<file path="src/rtl/fp32_pkg.sv">
// Shared FP32 field widths, operand classes, flag bit positions and integer limits
// for the FP32 decode path.
package fp32_pkg;

    localparam int EXP_IEEE754 = 8;
    localparam int MTS_IEEE754 = 23;
    localparam int EXP_BIAS    = 127;

    typedef enum logic [1:0] {
        ZERO   = 2'd0,
        NORMAL = 2'd1,
        INF    = 2'd2,
        NAN    = 2'd3
    } fp_class_e;

    localparam int FLAG_INEXACT  = 0;
    localparam int FLAG_OVERFLOW = 1;
    localparam int FLAG_INVALID  = 2;

    localparam logic [31:0] INT32_MAX = 32'h7FFF_FFFF;
    localparam logic [31:0] INT32_MIN = 32'h8000_0000;

    typedef struct packed {
        logic                  sign;
        logic [MTS_IEEE754:0]  mant;
        logic signed [8:0]     exp_unb;
        fp_class_e             cls;
    } unpacked_t;

endpackage

</file>
<file path="src/rtl/fp32_unpack.sv">
// Combinational FP32 unpack: splits the fields, restores the hidden bit,
// removes the exponent bias and classifies the operand.
module fp32_unpack
    import fp32_pkg::*;
(
    input  logic [31:0]          fp_in,
    output logic                 sign,
    output logic [MTS_IEEE754:0] mant,
    output logic signed [8:0]    exp_unb,
    output fp_class_e            cls
);

    logic [EXP_IEEE754-1:0] exp_field;
    logic [MTS_IEEE754-1:0] mts_field;

    always_comb begin
        // NOTE: every output gets a default first so no path leaves a value unassigned (no latch).
        exp_field = fp_in[30:23];
        mts_field = fp_in[22:0];
        sign      = fp_in[31];
        mant      = {1'b1, mts_field};
        exp_unb   = $signed({1'b0, exp_field}) - 9'sd127;
        cls       = NORMAL;
        // Denormals are folded into ZERO; they are far below 1.0 anyway.
        if (exp_field == '0) begin
            cls = ZERO;
        end else if (exp_field == '1) begin
            cls = (mts_field != '0) ? NAN : INF;
        end
    end

endmodule

</file>
<file path="src/rtl/fp32_to_int32_conv.sv">
// Two-stage valid/ready FP32 -> signed INT32 converter (unpack, then shift/sign/saturate).
// Define ROUND_NEAREST_EN for round-to-nearest-even; default is truncation toward zero.
module fp32_to_int32_conv
    import fp32_pkg::*;
(
    input  logic        clk,
    input  logic        rst_n,
    input  logic        in_valid,
    output logic        in_ready,
    input  logic [31:0] in_data,
    output logic        out_valid,
    input  logic        out_ready,
    output logic [31:0] out_data,
    output logic [2:0]  out_flags
);

    logic                 u_sign;
    logic [MTS_IEEE754:0] u_mant;
    logic signed [8:0]    u_exp;
    fp_class_e            u_cls;

    unpacked_t   s1_q, s1_d;
    logic        s1_valid_q, s1_valid_d;
    logic        s2_valid_q, s2_valid_d;
    logic [31:0] out_data_q, out_data_d;
    logic [2:0]  out_flags_q, out_flags_d;
    logic        s2_advance;

    logic [4:0]  sh;
    logic [47:0] ext;
    logic [32:0] mag;
    logic [23:0] frac;
    logic        ovf, inv, inx;
    logic [31:0] conv_data;
    logic [2:0]  conv_flags;

    fp32_unpack u_unpack (
        .fp_in   (in_data),
        .sign    (u_sign),
        .mant    (u_mant),
        .exp_unb (u_exp),
        .cls     (u_cls)
    );

    // Stage 2 datapath: frac collects the dropped bits, guard bit at frac[23].
    always_comb begin
        sh        = '0;
        ext       = '0;
        mag       = '0;
        frac      = '0;
        ovf       = 1'b0;
        inv       = 1'b0;
        inx       = 1'b0;
        conv_data = '0;
        unique case (s1_q.cls)
            ZERO:   inx = |s1_q.mant[MTS_IEEE754-1:0];
            NAN:    inv = 1'b1;
            INF:    ovf = 1'b1;
            NORMAL: begin
                if (s1_q.exp_unb > 9'sd31) begin
                    ovf = 1'b1;
                end else if (s1_q.exp_unb >= 9'sd23) begin
                    sh  = 5'(s1_q.exp_unb - 9'sd23);
                    mag = {9'b0, s1_q.mant} << sh;
                end else if (s1_q.exp_unb >= -9'sd1) begin
                    sh   = 5'(9'sd23 - s1_q.exp_unb);
                    ext  = {s1_q.mant, 24'b0} >> sh;
                    mag  = {9'b0, ext[47:24]};
                    frac = ext[23:0];
                end else begin
                    frac = 24'd1;
                end
`ifdef ROUND_NEAREST_EN
                if (frac[23] && ((|frac[22:0]) || mag[0])) begin
                    mag = mag + 33'd1;
                end
`endif
                inx = |frac;
                // Negative side reaches one further: -2^31 is representable.
                if (!ovf && (mag > ({1'b0, INT32_MAX} + 33'(s1_q.sign)))) begin
                    ovf = 1'b1;
                end
                if (!ovf) begin
                    conv_data = s1_q.sign ? (~mag[31:0] + 32'd1) : mag[31:0];
                end
            end
            default: ;
        endcase
        if (inv) begin
            conv_data = INT32_MAX;
        end else if (ovf) begin
            conv_data = s1_q.sign ? INT32_MIN : INT32_MAX;
            inx       = 1'b0;
        end
        conv_flags                = '0;
        conv_flags[FLAG_INEXACT]  = inx;
        conv_flags[FLAG_OVERFLOW] = ovf;
        conv_flags[FLAG_INVALID]  = inv;
    end

    always_comb begin
        s2_advance  = ~s2_valid_q | out_ready;
        in_ready    = ~s1_valid_q | s2_advance;
        s1_valid_d  = s1_valid_q;
        s1_d        = s1_q;
        s2_valid_d  = s2_valid_q;
        out_data_d  = out_data_q;
        out_flags_d = out_flags_q;
        if (in_ready) begin
            s1_valid_d = in_valid;
            if (in_valid) begin
                s1_d = '{sign: u_sign, mant: u_mant, exp_unb: u_exp, cls: u_cls};
            end
        end
        if (s2_advance) begin
            s2_valid_d = s1_valid_q;
            if (s1_valid_q) begin
                out_data_d  = conv_data;
                out_flags_d = conv_flags;
            end
        end
    end

    // NOTE: state flops use non-blocking assignments so every flop samples pre-edge values.
    always_ff @(posedge clk or negedge rst_n) begin
        if (!rst_n) begin
            s1_valid_q  <= 1'b0;
            s1_q        <= '0;
            s2_valid_q  <= 1'b0;
            out_data_q  <= '0;
            out_flags_q <= '0;
        end else begin
            s1_valid_q  <= s1_valid_d;
            s1_q        <= s1_d;
            s2_valid_q  <= s2_valid_d;
            out_data_q  <= out_data_d;
            out_flags_q <= out_flags_d;
        end
    end

    assign out_valid = s2_valid_q;
    assign out_data  = out_data_q;
    assign out_flags = out_flags_q;

endmodule

</file>
<file path="config.mk">
export PLATFORM = sky130hd
export DESIGN_NAME = fp32_to_int32_conv
export DESIGN_NICKNAME = d
export VERILOG_FILES = /design/src/rtl/fp32_pkg.sv /design/src/rtl/fp32_unpack.sv /design/src/rtl/fp32_to_int32_conv.sv
export SDC_FILE = /design/constraint.sdc
export NUM_CORES = 1
export LEC_CHECK = 0
export ABC_AREA = 0
export CORE_MARGIN = 5
export CORE_UTILIZATION = 67
export CTS_BUF_LIST = sky130_fd_sc_hd__clkbuf_2
export DETAILED_ROUTE_END_ITERATION = 6
export GPL_TIMING_DRIVEN = 0
export PLACE_DENSITY = 0.9
export SETUP_SLACK_MARGIN = 0.4
export SYNTH_ARGS = -nofsm -noshare
export SYNTH_HDL_FRONTEND = slang
export SYNTH_SLANG_ARGS = --single-unit
</file>
<file path="constraint.sdc">
create_clock -name clk -period 10.7 [get_ports clk]
set_input_delay 2.675 -clock clk [delete_from_list [all_inputs] [get_ports clk]]
set_output_delay 2.675 -clock clk [all_outputs]
set_load 0.01 [all_outputs]
</file>
==> flow_metrics.env, run 1 <==
export IMPL_run_status="finished, final reports clean"
export IMPL_share_seq_of_total_power_pct=19.1
export IMPL_path_cells="clkinv_1, clkbuf_1, buf_1, ha_1, and4_2, nor3_1, a21o_1, clkbuf_1, nand4_1, o22ai_1, ha_1, and4_1, nor4bb_1, a221oi_1, o221ai_1, a221o_1, a21oi_1, nand3_2, clkbuf_8, clkbuf_1, nor3_1, o22a_1"
export IMPL_max_cap_violations=0
export IMPL_final_seq_area_mm2=0.00183
export IMPL_first_pass_iters=6
export IMPL_crit_path_top_delay_cell="o22ai_1"
export IMPL_cts_hold_fix_buffers=0
export IMPL_cp_buffers_inverters=6
export IMPL_dieHeight_um=129
export IMPL_clock_tree_root_cell="clkbuf_2"
export IMPL_r2r_slack_ns=3.29
export IMPL_final_min_period_over_clock_period_pct=69.3
export IMPL_worst_slew_pin_slew_ns=1.44
export IMPL_insertion_delay_ns=0.59
export IMPL_floorplan_initialDensity_pct=68.2
export IMPL_worstReg2RegEnd="out_data[5]"
export IMPL_critPathMaxFanout=10
export IMPL_synth_ff_latch_count=73
export IMPL_worst_slack_ns=3.29
export IMPL_synth_edff_count=0
export IMPL_timing_clock_skew_ns=0.0460
export IMPL_synth_top_cell_area_share_pct=19.3
export IMPL_worst_setup_ep_type="flip-flop"
export IMPL_synth_common_cells="nor2_1, nand2_1, dfrtp_1"
export IMPL_remaining_drc_errors=0
export IMPL_worstPathArrival_ns=7.96
export IMPL_static_leakage_power_nw=4.27
export IMPL_worst_path_most_repeated_cell="clkbuf_1"
export IMPL_power_combinational_fraction_pct=72.6
export IMPL_die_area_mm2=0.0166
export IMPL_synth_top_family_by_area="multiplexers"
export IMPL_critical_path_depth=22
export IMPL_setup_violations=0
export IMPL_yosysSeqAreaShare_pct=19.3
export IMPL_fin_nets=1260
export IMPL_groute_usage_overall_pct=41.8
export IMPL_drt_wl_total_mm=34.9
export IMPL_cts_buffers=9
export IMPL_grt_pass1_vias=9788
export IMPL_post_synth_fa_ha_maj_area_fraction_pct=5.68
export IMPL_hold_path_class="reg -> reg"
export IMPL_r2r_worst_path_cells=22
export IMPL_synth_ff_type="dfrtp_1"
export IMPL_number_of_cells_upsized_or_downsized_after_cts=0
export IMPL_power_switching_mw=1.07
export IMPL_synth_async_reset_ratio_pct=100
export IMPL_mapped_avg_cell_area_um2=8.62
export IMPL_first_pass_grt_wire_length_mm=54.4
export IMPL_synthCells=1098
export IMPL_clock_tree_buffer_depth=2
export IMPL_worst_setup_path_endpoint="out_data[5]"
export IMPL_total_number_of_vias=10387
export IMPL_filler_cell_count=1005
export IMPL_timing_setup_critical_path_class="reg -> reg"
export IMPL_worst_setup_slack_after_placement_ns=3.68
export IMPL_synth_fp_nets=1177
export IMPL_route_detailed_wl_per_inst_um=25.5
export IMPL_critical_path_max_stage_delay_ns=0.63
export IMPL_finish_utilization_pct=75.9
export IMPL_most_frequent_cell_after_synthesis="nor2_1"
export IMPL_yosysWarnings=0
export IMPL_internal_power_uw=988
export IMPL_gr_total_overflow=0
export IMPL_areaGrowthSynthToFinish_pct=11.2
export IMPL_number_of_placed_i_o_pins=73
export IMPL_detail_route_iter0_violations=1929
export IMPL_pin_count_of_the_biggest_net_entering_global_routing=74
export IMPL_synth_area_leaders="dfrtp_1, mux2_2, mux4_2, mux2i_1, ha_1"
export IMPL_post_synth_mux_area_share_pct=22.5
export IMPL_share_of_synthesized_cell_area_in_and_or_nand_and_nor_gates_pct=19.7
export IMPL_final_min_clock_period_ns=7.41
export IMPL_maxSlewHeadroom_pct=3.56
export IMPL_timing_critical_path_required_ns=11.25
export IMPL_crit_reg2reg_launch="s1_q[5]"
export IMPL_gp_congestion=1.04
export IMPL_numPortBuffers=72
export IMPL_synth_largest_area_cell="dfrtp_1"
export IMPL_critPathLaunchType="flip-flop"
export IMPL_report_final_slew_viol_count=0
export IMPL_antenna_found_initial=2
export IMPL_grt_setup_unrepaired="false"
export IMPL_multi_input_comb_area_mm2=0.00689
export IMPL_worst_ir_drop_vdd_mv=0.119
export IMPL_yosysUniqueCellTypes=96
export IMPL_power_per_cell_area_mw_per_mm2=195
export IMPL_row_count=43
export IMPL_relative_contribution_of_the_clock_network_to_total_power_pct=8.2
export IMPL_placeableCoreArea_mm2=0.0139
export IMPL_vias_per_cell=7.60
export IMPL_cts_setup_buffers=0
export IMPL_setup_total_negative_slack_ns=0
export IMPL_fin_hold_viols=0
export IMPL_synth_compound_gate_area_share_pct=22.1
export IMPL_cts_clk_slew_worst_paths_ns=0.24
export IMPL_synth_area_in_xor_xnor_pct=2.87
export IMPL_floorplan_die_width_um=129
export IMPL_hpwl_mm=26.9
export IMPL_ant_nets=0
export IMPL_cts_htree_levels=3
export IMPL_critical_path_top_delay_family="compound AO/OA/AOI/OAI gates"
export IMPL_critPathLaunch="s1_q[5]"
export IMPL_final_layout_size_suffix_gt1_share_pct=16.3
export IMPL_power_switching_share_pct=51.9
export IMPL_maxClockFrequency_ghz=0.135
export IMPL_syn_cell_area_mm2=0.00947
export IMPL_numClockSinks=73
export IMPL_tritoncts="built"
==> metal layers <==
| layer | GRT usage, % | routed length (um) | share of wire, % |
|---|---|---|---|
| met3 | 11.2 | 4630 | 13 |
| met4 | 17.4 | 1880 | 5.4 |
| met5 | 0 | 57 | 0.16 |
| met2 | 63.7 | 15200 | 44 |
| met1 | 56.3 | 13100 | 38 |
==> power by group through the flow <==
stage                     logic (mW)  clock network (mW)  registers [mW]
final                           1.49               0.169           0.393
after global routing            1.56               0.181           0.400
after CTS                       1.42               0.166           0.391
after detailed placement        1.41                   0           0.397
after global placement          1.39                   0           0.392
after floorplan                0.951                   0           0.406
==> cell type report <==
cell class | count | area share (%)
multi-input combinational | 893 | 65.4
sequential | 73 | 17.3
timing repair buffer | 72 | 6.82
buffer | 99 | 5.98
tap | 180 | 2.14
inverter | 33 | 1.18
clock inverter | 6 | 0.641
clock buffer | 10 | 0.475
antenna | 1 | 0.0238
==> flip-flops by register name, indices dropped and copies added, names as in the netlist <==
name and count:
s1_q 36, out_flags 3, out_data 32, out_valid 1, s1_valid_q 1
==> placed cells by master, fill, tap and decap left out, types with 8 or more instances in the layout <==
cell,netlist,routed
a22oi_1,9,9
dfrtp_1,73,73
mux2i_1,58,58
clkdlybuf4s50_1,0,71
buf_2,14,14
a21oi_1,63,63
a21o_1,14,14
a211oi_1,16,16
o22ai_1,21,21
ha_1,43,43
nor4_1,16,16
nand3_1,28,28
clkbuf_2,4,14
nand2_1,79,79
o21ai_0,46,46
mux4_2,31,31
xor2_1,13,13
mux2_2,65,65
nand4_1,21,21
clkbuf_1,55,55
nor2_1,95,95
xnor2_1,18,18
o211ai_1,13,13
a31oi_1,10,10
nor2b_1,8,8
inv_1,31,31
o22a_1,16,16
nand2b_1,14,14
nor3_1,40,40
buf_6,10,10
clkbuf_8,10,10
==> worst min path at each step <==
stage,from,endpoint,slack (ns),cells past startpoint
detailed placement,out_flags[2],out_flags[2],0.47,2
CTS,out_flags[2],out_flags[2],0.51,2
global placement,out_flags[0],out_flags[0],0.46,2
floorplan,s1_valid_q,out_valid,0.47,1
global route,out_data[7],out_data[7],0.56,1
finish,out_flags[2],out_flags[2],0.52,2
==> through the flow <==
step	area [um2]	power, mW	std cells	hold slack [ns]
floorplan	9470	1.36	1098	0.471
global placement	10400	1.79	1350	0.459
detailed placement	10400	1.81	1350	0.466
CTS	10500	1.98	1366	0.515
global route	10500	2.14	1367	0.560
finish	10500	2.06	1367	0.519
==> worst register-to-register path, stage by stage, from the launching register on <==
cell      delay, ns
dfrtp_1        0.58
clkinv_1       0.27
clkbuf_1       0.32
buf_1          0.35
ha_1           0.30
and4_2         0.23
nor3_1         0.34
a21o_1         0.17
clkbuf_1       0.45
nand4_1        0.28
o22ai_1        0.63
ha_1           0.38
and4_1         0.24
nor4bb_1       0.19
a221oi_1       0.34
o221ai_1       0.26
a221o_1        0.34
a21oi_1        0.41
nand3_2        0.35
clkbuf_8       0.28
clkbuf_1       0.25
nor3_1         0.30
o22a_1         0.16
==> cells by family (layout without fill, tap and decap cells) <==
kind of cell    Yosys count  in the layout
simple gates            361            361
xor+xnor                 31             31
buf+inv                 132            220
mux                     161            161
flops                    73             73
compound gates          297            297
fa+ha+maj                43             43
other cells               0              1
(Power assumes the default switching activity.)
==> inputs of run 2 (changes only) <==
CORE_UTILIZATION = 56   (was 67)
PLACE_DENSITY = 0.8   (was 0.9)
clock period = 6.2 ns   (was 10.7 ns; I/O delays follow)
==> flow_metrics.env, run 2 (same netlist as run 1, synthesis figures left out) <==
export IMPL_cts_hold_fix_buffers=0
export IMPL_gp_congestion=1.06
export IMPL_worst_setup_ep_type="flip-flop"
export IMPL_ant_nets=0
export IMPL_fin_hold_viols=0
export IMPL_floorplan_initialDensity_pct=57.1
export IMPL_fin_nets=1274
export IMPL_cts_htree_levels=3
export IMPL_run_status="finished, final reports clean"
export IMPL_drt_wl_total_mm=34.3
export IMPL_finish_instance_area_mm2=0.0111
export IMPL_cts_buffers=9
export IMPL_tritoncts="built"
export IMPL_groute_usage_overall_pct=34.2
export IMPL_commonest_non_fill_non_tap_cell_in_the_layout="nor2_1"
export IMPL_die_area_mm2=0.0196
export IMPL_critPathMaxFanout=10
export IMPL_numClockSinks=73
export IMPL_critical_path_top_delay_family="compound AO/OA/AOI/OAI gates"
export IMPL_first_pass_iters=7
export IMPL_number_of_placed_i_o_pins=73
export IMPL_first_pass_grt_wire_length_mm=53.7
export IMPL_cp_buffers_inverters=7
export IMPL_grt_setup_unrepaired="false"
export IMPL_insertion_delay_ns=0.62
export IMPL_antenna_found_initial=1
export IMPL_relative_contribution_of_the_clock_network_to_total_power_pct=9.1
export IMPL_grt_pass1_vias=9456
export IMPL_crit_path_top_delay_cell="dfrtp_2"
export IMPL_power_switching_share_pct=50.9
export IMPL_clock_tree_buffer_depth=2
export IMPL_gr_total_overflow=0
export IMPL_final_layout_size_suffix_gt1_share_pct=21.9
export IMPL_timing_critical_path_required_ns=6.79
export IMPL_worst_setup_slack_after_placement_ns=-0.915
export IMPL_power_combinational_fraction_pct=72.6
export IMPL_report_final_slew_viol_count=0
export IMPL_placeableCoreArea_mm2=0.0166
export IMPL_power_per_cell_area_mw_per_mm2=333
export IMPL_final_min_clock_period_ns=5.63
export IMPL_worst_path_most_repeated_cell="clkbuf_4"
export IMPL_worst_slack_ns=0.567
export IMPL_hpwl_mm=26.7
export IMPL_numPortBuffers=72
export IMPL_timing_clock_skew_ns=0.0451
export IMPL_largest_register_ffs=36
export IMPL_route_detailed_wl_per_inst_um=24.1
export IMPL_floorplan_die_width_um=140
export IMPL_totalPowerFinal_mw=3.68
export IMPL_path_cells="clkinv_2, clkbuf_4, clkbuf_4, ha_1, and4_2, nor3_4, a21o_1, clkbuf_4, nand4_1, buf_6, o22ai_2, ha_1, nand4_1, nor4bb_4, a221oi_2, o221ai_2, a221o_1, a21oi_4, nand3_4, clkbuf_8, clkbuf_2, nor3_1, o22a_1"
export IMPL_clock_tree_root_cell="clkbuf_2"
export IMPL_power_switching_mw=1.87
export IMPL_placed_area_mm2=0.0105
export IMPL_vias_per_cell=7.08
export IMPL_share_seq_of_total_power_pct=18.3
export IMPL_areaGrowthSynthToFinish_pct=16.8
export IMPL_cts_clk_slew_worst_paths_ns=0.24
export IMPL_internal_power_mw=1.81
export IMPL_filler_cell_count=1401
export IMPL_final_seq_area_mm2=0.00183
export IMPL_pin_count_of_the_biggest_net_entering_global_routing=45
export IMPL_final_min_period_over_clock_period_pct=90.9
export IMPL_multi_input_comb_area_mm2=0.00718
export IMPL_hold_path_class="reg -> reg"
export IMPL_layout_cells_most_common_list="nor2_1, nand2_1, dfrtp_1"
export IMPL_top_register="s1_q"
export IMPL_finish_utilization_pct=66.7
export IMPL_number_of_standard_cells_in_the_final_layout_excluding_fillers=1422
export IMPL_max_cap_violations=0
export IMPL_worstPathArrival_ns=6.22
export IMPL_critPathLaunchType="flip-flop"
export IMPL_row_count=47
export IMPL_detail_route_iter0_violations=1319
export IMPL_maxClockFrequency_ghz=0.178
export IMPL_remaining_drc_errors=0
export IMPL_placed_cell_count=1391
export IMPL_maxSlewHeadroom_pct=18.7
export IMPL_timing_setup_critical_path_class="reg -> reg"
export IMPL_r2r_slack_ns=0.57
export IMPL_dieHeight_um=140
export IMPL_static_leakage_power_nw=4.48
export IMPL_worst_ir_drop_vdd_mv=0.156
export IMPL_total_number_of_vias=10069
export IMPL_worst_slew_pin_slew_ns=1.22
export IMPL_critical_path_max_stage_delay_ns=0.48
export IMPL_setup_violations=0
run 2: cell types whose count changed in the layout (fill, tap and decap cells not counted), sizes merged:
| cell | previous run | this run |
|---|---|---|
| diode | 1 | 2 |
| buf | 31 | 42 |
| inv | 32 | 31 |
| bufinv | 1 | 2 |
| clkbuf | 79 | 82 |
run 2: worst paths after layout:
check / startpoint / end / cells past startpoint
max in group asynchronous: rst_n / s1_q[5] / 2
min in group asynchronous: rst_n / out_data[5] / 1
worst max-delay path: s1_q[5] / out_data[5] / 23
worst min-delay path: out_flags[2] / out_flags[2] / 2
worst min register to register: out_flags[2] / out_flags[2] / 2
worst max register to register: s1_q[5] / out_data[5] / 23
run 2: area by class of cell:
class / count / share of cell area, %
tap: 220 / 2.49
buffer: 99 / 6.00
timing repair buffer: 86 / 7.63
multi-input combinational: 893 / 64.9
clock buffer: 10 / 0.453
clock inverter: 6 / 0.815
sequential: 73 / 16.5
antenna: 2 / 0.0453
inverter: 33 / 1.17
run 2: power by group through the flow:
stage | combinational, mW | clock, mW | sequential [mW]
2_1_floorplan | 1.64 | 0 | 0.700
3_3_place_gp | 2.43 | 0 | 0.678
3_5_place_dp | 2.45 | 0 | 0.681
4_1_cts | 2.49 | 0.339 | 0.672
5_1_grt | 2.81 | 0.366 | 0.691
6_report | 2.67 | 0.336 | 0.673
run 2: repair_timing:
action                                  CTS  global route
gates cloned                              0             0
setup buffers                             2            11
pin swaps                                 0             8
resized for setup                        28            63
endpoints found under the setup margin   34            33
run 2: tightest hold or removal path, cell delays in order, from the launching register on:
cell and delay, ns:
dfrtp_1 0.40, nand2_1 0.05, nand2_1 0.06
run 2: through the flow:
stage | hold slack (ns) | setup TNS (ns)
CTS | 0.524 | 0
detailed placement | 0.468 | -25.43
floorplan | 0.471 | 0
global placement | 0.469 | -22.82
global route | 0.552 | 0
finish | 0.521 | 0
run 2: routing by layer:
layer / wire length (um) / global-route usage [%] / vias to the layer above
met3: 4050 / 9.00 / 142
met5: 0 / 0 / -
met2: 14800 / 51.3 / 704
li1: - / - / 4405
met1: 13900 / 47.7 / 4818
met4: 1540 / 12.7 / 0
==> inputs of run 3 (changes only) <==
ABC_AREA = default   (was 0)
==> results of run 3 <==
Same layout as run 2: the final DEF is identical, and so are final timing and power.
